### config.mk
export PLATFORM = sky130hd
export DESIGN_NAME = systolic_array_controller
export DESIGN_NICKNAME = d
export VERILOG_FILES = /design/src/rtl/systolic_array_controller.sv
export SDC_FILE = /design/constraint.sdc
export NUM_CORES = 1
export LEC_CHECK = 0
export BUFFER_PORTS_ARGS = -buffer_cell sky130_fd_sc_hd__buf_2
export CORE_ASPECT_RATIO = 0.8
export CORE_MARGIN = 1.5
export CORE_UTILIZATION = 30
export CTS_BUF_LIST = sky130_fd_sc_hd__clkbuf_16
export DETAILED_ROUTE_END_ITERATION = 10
export GPL_TIMING_DRIVEN = 0
export SYNTH_ARGS = -nofsm -noshare
export SYNTH_HDL_FRONTEND = slang
export SYNTH_SLANG_ARGS = --single-unit
export TNS_END_PERCENT = 10
### constraint.sdc
create_clock -name clk -period 5.4 [get_ports clk]
set_input_delay 0.27 -clock clk [delete_from_list [all_inputs] [get_ports clk]]
set_output_delay 0.27 -clock clk [all_outputs]
set_load 0.02 [all_outputs]
### src/rtl/systolic_array_controller.sv
// systolic_array_controller
// Job sequencer for a skewed systolic array. It loads ARRAY_HEIGHT weight rows,
// streams a programmed number of ifmap vectors, then drains the array with
// zeros until the last result has left the skew pipeline.
// Optional feature macro: SYSTOLIC_CTRL_WEIGHT_REUSE_EN. When it is defined,
// the reuse_weights input lets a job skip the weight load, provided a full
// weight load has completed since reset.
//
// state  | meaning
// IDLE   | waiting for start
// LOAD_W | accepting ARRAY_HEIGHT weight rows, one per weight_valid cycle
// STREAM | accepting n_reg ifmap vectors; ifmap_valid low stalls the array
// DRAIN  | feeding zeros for PIPE_LATENCY cycles to flush the results
// DONE   | one-cycle completion pulse, then back to IDLE

module systolic_array_controller #(
    parameter int ARRAY_HEIGHT = 4,
    parameter int ARRAY_WIDTH  = 4,
    parameter int PIPE_LATENCY = ARRAY_HEIGHT + ARRAY_WIDTH - 1,
    parameter int COUNT_WIDTH  = 16
) (
    input  logic                    clk,
    input  logic                    rst,
    input  logic                    start,
    input  logic [COUNT_WIDTH-1:0]  num_vectors,
`ifdef SYSTOLIC_CTRL_WEIGHT_REUSE_EN
    input  logic                    reuse_weights,
`endif
    output logic                    busy,
    output logic                    done,
    input  logic                    weight_valid,
    output logic                    weight_ready,
    input  logic                    ifmap_valid,
    output logic                    ifmap_ready,
    output logic                    en,
    output logic                    weight_en,
    output logic [ARRAY_HEIGHT-1:0] weight_wen,
    output logic                    ifmap_zero,
    output logic                    ofmap_valid
);

    localparam int ROW_W   = (ARRAY_HEIGHT > 1) ? $clog2(ARRAY_HEIGHT) : 1;
    localparam int DRAIN_W = (PIPE_LATENCY > 1) ? $clog2(PIPE_LATENCY) : 1;

    localparam logic [ROW_W-1:0]        LAST_ROW   = ROW_W'(ARRAY_HEIGHT - 1);
    localparam logic [ROW_W-1:0]        ROW_ONE    = ROW_W'(1);
    localparam logic [DRAIN_W-1:0]      DRAIN_LOAD = DRAIN_W'(PIPE_LATENCY - 1);
    localparam logic [DRAIN_W-1:0]      DRAIN_ONE  = DRAIN_W'(1);
    localparam logic [COUNT_WIDTH-1:0]  CNT_ONE    = COUNT_WIDTH'(1);
    localparam logic [ARRAY_HEIGHT-1:0] ROW0_SEL   = ARRAY_HEIGHT'(1);

    typedef enum logic [2:0] {
        IDLE   = 3'd0,
        LOAD_W = 3'd1,
        STREAM = 3'd2,
        DRAIN  = 3'd3,
        DONE   = 3'd4
    } state_t;

    state_t                   state;
    logic [COUNT_WIDTH-1:0]   n_reg;
    logic [COUNT_WIDTH-1:0]   vec_cnt;
    logic [ROW_W-1:0]         row_cnt;
    logic [DRAIN_W-1:0]       drain_cnt;
    logic [PIPE_LATENCY-1:0]  valid_pipe;

    // Registered phase flags, one per active phase, so that every output
    // below comes straight off a flop (gated only by the handshake inputs).
    logic                     load_mode;
    logic                     stream_mode;
    logic                     drain_mode;

`ifdef SYSTOLIC_CTRL_WEIGHT_REUSE_EN
    logic                     weights_loaded;
`endif

    // The last vector is accepted when vec_cnt reaches n_reg-1; n_reg is
    // never zero in STREAM, so the subtraction cannot underflow there.
    logic                     last_vector;
    assign last_vector = (vec_cnt == (n_reg - CNT_ONE));

    assign weight_en    = load_mode;
    assign weight_ready = load_mode;
    assign weight_wen   = (load_mode && weight_valid) ? (ROW0_SEL << row_cnt) : '0;
    assign ifmap_ready  = stream_mode;
    assign ifmap_zero   = drain_mode;
    assign en           = (stream_mode && ifmap_valid) || drain_mode;

    // Job sequencing FSM with registered phase flags, busy and done.
    always_ff @(posedge clk or posedge rst) begin
        if (rst) begin
            state          <= IDLE;
            n_reg          <= '0;
            vec_cnt        <= '0;
            row_cnt        <= '0;
            drain_cnt      <= '0;
            load_mode      <= 1'b0;
            stream_mode    <= 1'b0;
            drain_mode     <= 1'b0;
            busy           <= 1'b0;
            done           <= 1'b0;
`ifdef SYSTOLIC_CTRL_WEIGHT_REUSE_EN
            weights_loaded <= 1'b0;
`endif
        end else begin
            done <= 1'b0;
            case (state)
                IDLE: begin
                    if (start) begin
                        n_reg     <= num_vectors;
                        vec_cnt   <= '0;
                        row_cnt   <= '0;
                        drain_cnt <= '0;
                        busy      <= 1'b1;
`ifdef SYSTOLIC_CTRL_WEIGHT_REUSE_EN
                        if (reuse_weights && weights_loaded) begin
                            if (num_vectors == '0) begin
                                state <= DONE;
                                done  <= 1'b1;
                            end else begin
                                state       <= STREAM;
                                stream_mode <= 1'b1;
                            end
                        end else begin
                            state     <= LOAD_W;
                            load_mode <= 1'b1;
                        end
`else
                        state     <= LOAD_W;
                        load_mode <= 1'b1;
`endif
                    end
                end

                LOAD_W: begin
                    if (weight_valid) begin
                        if (row_cnt == LAST_ROW) begin
                            row_cnt   <= '0;
                            load_mode <= 1'b0;
`ifdef SYSTOLIC_CTRL_WEIGHT_REUSE_EN
                            weights_loaded <= 1'b1;
`endif
                            if (n_reg == '0) begin
                                state <= DONE;
                                done  <= 1'b1;
                            end else begin
                                state       <= STREAM;
                                stream_mode <= 1'b1;
                            end
                        end else begin
                            row_cnt <= row_cnt + ROW_ONE;
                        end
                    end
                end

                STREAM: begin
                    if (ifmap_valid) begin
                        vec_cnt <= vec_cnt + CNT_ONE;
                        if (last_vector) begin
                            state       <= DRAIN;
                            stream_mode <= 1'b0;
                            drain_mode  <= 1'b1;
                            drain_cnt   <= DRAIN_LOAD;
                        end
                    end
                end

                DRAIN: begin
                    if (drain_cnt == '0) begin
                        state      <= DONE;
                        drain_mode <= 1'b0;
                        done       <= 1'b1;
                    end else begin
                        drain_cnt <= drain_cnt - DRAIN_ONE;
                    end
                end

                DONE: begin
                    state <= IDLE;
                    busy  <= 1'b0;
                end

                default: begin
                    state       <= IDLE;
                    load_mode   <= 1'b0;
                    stream_mode <= 1'b0;
                    drain_mode  <= 1'b0;
                    busy        <= 1'b0;
                end
            endcase
        end
    end

    // Result-valid tracker: mirrors the array's skew, advancing only when the
    // array is enabled, and flags a result when a marker leaves the last stage.
    always_ff @(posedge clk or posedge rst) begin
        if (rst) begin
            valid_pipe  <= '0;
            ofmap_valid <= 1'b0;
        end else begin
            ofmap_valid <= en && valid_pipe[PIPE_LATENCY-1];
            if (en) begin
                valid_pipe <= (valid_pipe << 1) | PIPE_LATENCY'(stream_mode);
            end
        end
    end

endmodule

# == After elaboration in Yosys (flattened, before gate mapping) ==
# Index checks and enable logic that the tools add are counted.
# word_totals
input_bits,21
output_inout_bits,12
word_cells,100
regBits,53
# op_classes
n_eq_ne,14
mux,41
bitwise,5
reduce_logical,23
addsub,4
shift,1
# ops
op,n
$mux 3,11
$mux 16,2
$pmux 16 s2,1
$add 16x1->16 const B,1
$eq 16x16->1,1
$logic_not 16->1,1
$ne 2x2->1 const B,8
$sub 16x1->16 const B,1
$mux 1,15
$pmux 3 s4,1
$reduce_and 6->1,2
$reduce_or 3->1,4
$pmux 1 s3,3
$pmux 3 s3,1
$reduce_and 4->1,2
$or 7x1->7,1
$eq 3x2->1 const B,2
$logic_not 3->1,2
$mux 2,3
$reduce_and 3->1,2
$reduce_and 5->1,1
$mux 4,1
$not 1->1,4
$pmux 1 s2,2
12 further kinds,16

# == Depth between registers and ports, before layout ==
# logic_depth
ltp_word,5
ltp_mapped,10
ltp_nobuf,9

# == Worst setup path after synthesis ==
# OpenSTA, ideal clock, no wires.
# synth_timing
kind,register to register
startpoint,register n_reg[2]
endpoint,register drain_cnt[0]
setup_ps,120
synth_period_minus_slack_ps,2536
arrival_ps,2416
path_stages_with_launch,8
slack_ps,2864
cell_sequence,dfrtp_1 > or4_4 > or4_4 > a21oi_2 > o32ai_2 > nor4_4 > nand3_2 > a31o_1
# synth_via
elab_chain_cells,4
# synth_rtl
item,line,text
start: declaration,61,logic [COUNT_WIDTH-1:0] n_reg;
start signal: assignment,110,n_reg <= num_vectors;
$sub 16x1->16,80,assign last_vector = (vec_cnt == (n_reg - CNT_ONE));
$eq 16x16->1,80,
$ne 2x2->1 (no line),n/a,
$reduce_and 5->1 (no line),n/a,
end signal: assignment,174,drain_cnt <= drain_cnt - DRAIN_ONE;
end: declaration,64,logic [DRAIN_W-1:0] drain_cnt;
# Every way passes these cells.
# A chain may end at the register's enable or synchronous reset.

# == Worst setup path in the final report ==
# layout_timing
startpoint,register n_reg[2]
endpoint,register drain_cnt[1]
# The elaborated chain is that of the path after synthesis.

==> flow_summary.ini <==
[critical_path]
worstSetupPathType = reg2reg
worstPathArrival_ns = 3.08
crit_start = n_reg[2]$_DFFE_PP0P_
r2r_end = drain_cnt[1]$_DFFE_PP0P_
crit_fanout = 8
cp_cell_sequence = nor4_2 -> nand4_1 -> nor3_1 -> o32ai_2 -> nor4_4 -> nand3_2 -> a31o_1
critPathLaunchType = flip-flop
r2r_setup_slack_ns = 2.51
end_kind = flip-flop
critPathMaxStageDelay_ns = 0.69
reg2reg_from = n_reg[2]$_DFFE_PP0P_
crit_path_top_delay_cell = nor4_2
reg2reg_depth = 7
cp_data_required_time_ns = 5.58
crit_path_end = drain_cnt[1]$_DFFE_PP0P_

[power_and_ir_drop]
power.static_leakage_nw = 1.527
powerDensity_mw_per_mm2 = 490.1
ir_drop_mv = 0.1608
power_mw = 1.766

[synth]
ys_seq_elements = 53
ys_seq_area_share_pct = 43.18
syn_avg_cell_area_um2 = 10.04
async_reset_ff_share_pct = 100.0
synth_edf_count = 0
synth_nets = 335
yosysWarnings = 0
syn-instance-count = 306
netlist_area_mm2 = 0.003072
synthFlopType = dfrtp_1
ys_types = 58

[place]
dpl.hpwl_mm = 4.926
gp_congestion = 0.7845
portBuffers = 32
dp.cells = 475

[clocking]
cts_made_buffers = 5
cts_sinks = 53
clkSlewWorstSetupHoldPaths_ns = 0.07
tritoncts = done
ctsHoldBuffers = 1
clockRootBuffer = clkbuf_16
cts_buffer_depth = 2
clock_latency_ns = 0.29
cts_resized = 0
cts.htree.levels = 2
post_cts_buffers = 0

[cells_and_area]
drive_above_1_share_pct = 24.71
mostFrequentLayoutCells = 53 x dfrtp_1, 36 x nor2_1, 32 x buf_2
final_common_cell = dfrtp_1
nets = 376
layout.cells.non_filler = 484
syn_to_final_growth_pct = 17.31
final_core_util_pct = 36.73
diodes = 0

[timing]
fin_worst_skew_ns = 0.005560
finalHoldViolCount = 0
worst_pin_slew_ns = 0.9780
rsz0062_at_grt = false
setup_viol = 0
fin_crit_ns = 2.893
max_slew_margin_pct = 33.91
fin_worst_hold_slack_ns = 0.1912
fin_crit_sh_pct = 53.58
drv_slew = 0
fmax_ghz = 0.3456
setup_tns_ns = 0

[drt]
drc = 0
wl_mm = 6.559
drtPass1Iterations = 4
wl_per_cell_um = 13.55
drtAntennaViolNets = 0
drt-initial-drc-count = 89
num_vias = 2370
via_per_inst = 4.897

[floorplanning]
dieArea_mm2 = 0.01086
io_pins = 33
row_count = 32
start_util_pct = 31.31
coreArea_mm2 = 0.009809
die_w_um = 116.1
fp.dieH_um = 93.51

[grt]
track_usage_pct = 13.12
grt_pass1_vias = 2286
antenna_found_initial = 0
grt_pass1_wl_mm = 11.20
grt-ovfl-total = 0
grt_max_degree = 37

[flow_run]
drv_cap = 0

[min_path]
hold_class = in2reg

[outcome]
status = completed
-- worst min-delay path by stage --
stage | start | slack [ns] | cells after the start | endpoint
2_1_floorplan | num_vectors[0] | 0.39 | 2 | n_reg[0]$_DFFE_PP0P_
3_3_place_gp | valid_pipe[6]$_DFFE_PP0N_ | 0.47 | 1 | ofmap_valid$_DFF_PP0_
3_5_place_dp | rst | 0.29 | 2 | ofmap_valid$_DFF_PP0_
4_1_cts | num_vectors[11] | 0.19 | 3 | n_reg[11]$_DFFE_PP0P_
5_1_grt | num_vectors[11] | 0.21 | 3 | n_reg[11]$_DFFE_PP0P_
6_report | num_vectors[11] | 0.19 | 3 | n_reg[11]$_DFFE_PP0P_
-- cell usage after synthesis (7+ instances only) --
master	n	share of area, %
nand3_1	11	1.8
dfrtp_1	53	43
nor3_1	10	1.6
ha_1	8	3.3
nand4_1	7	1.4
inv_1	16	2.0
xnor2_1	16	4.6
xor2_1	14	4.0
and3_1	8	1.6
o21ai_0	17	2.8
mux2_2	21	7.7
nor2_1	36	4.4
nand2_1	17	2.1
-- power by group --
group | internal [mW] | switching [mW]
Clock | 0.220 | 0.149
Sequential | 0.524 | 0.145
Combinational | 0.338 | 0.392
Total | 1.08 | 0.685
-- metrics by stage --
step,setup WS [ns],area [um2]
2_1_floorplan,2.864,3072
3_3_place_gp,2.536,3402
3_5_place_dp,2.520,3422
4_1_cts,2.490,3603
5_1_grt,2.280,3603
6_report,2.507,3603
-- critical path, delay by kind of cell, from the launching register on --
family | cells | cell delay (ns)
AOI/OAI and AO/OA | 2 | 0.41
DFF | 1 | 0.47
and+or+nand+nor | 5 | 1.91
-- per-layer routing --
metal,track usage (%),share of wire (%),vias to the layer above
li1,-,-,1168
met5,0,0,-
met2,20.39,44,46
met3,2.722,3.8,2
met1,19.15,52,1154
met4,1.829,0.32,0
-- final cells by class --
cell class / count / area (um2)
Buffer: 11 / 76.32
Clock buffer: 5 / 125.1
Tap cell: 136 / 170.2
Sequential cell: 53 / 1326
Inverter: 16 / 60.06
Timing Repair Buffer: 34 / 190.2
Clock inverter: 3 / 46.29
Fill cell: 1002 / 6206
Multi-Input combinational cell: 226 / 1609
-- cell families (layout without fill, tap and decap cells) --
kind of cell               count (synthesis)  count (layout)  share of synthesized area (%)
and+or+nand+nor                          115             115                          20.49
AOI/OAI and AO/OA                         51              51                          12.06
DFF                                       53              53                          43.18
adders and majority gates                  8               8                          3.259
buffers and inverters                     27              69                          4.440
muxes                                     22              22                          8.025
xor gates and xnor gates                  30              30                          8.554
Power figures use the tool's default switching activity.
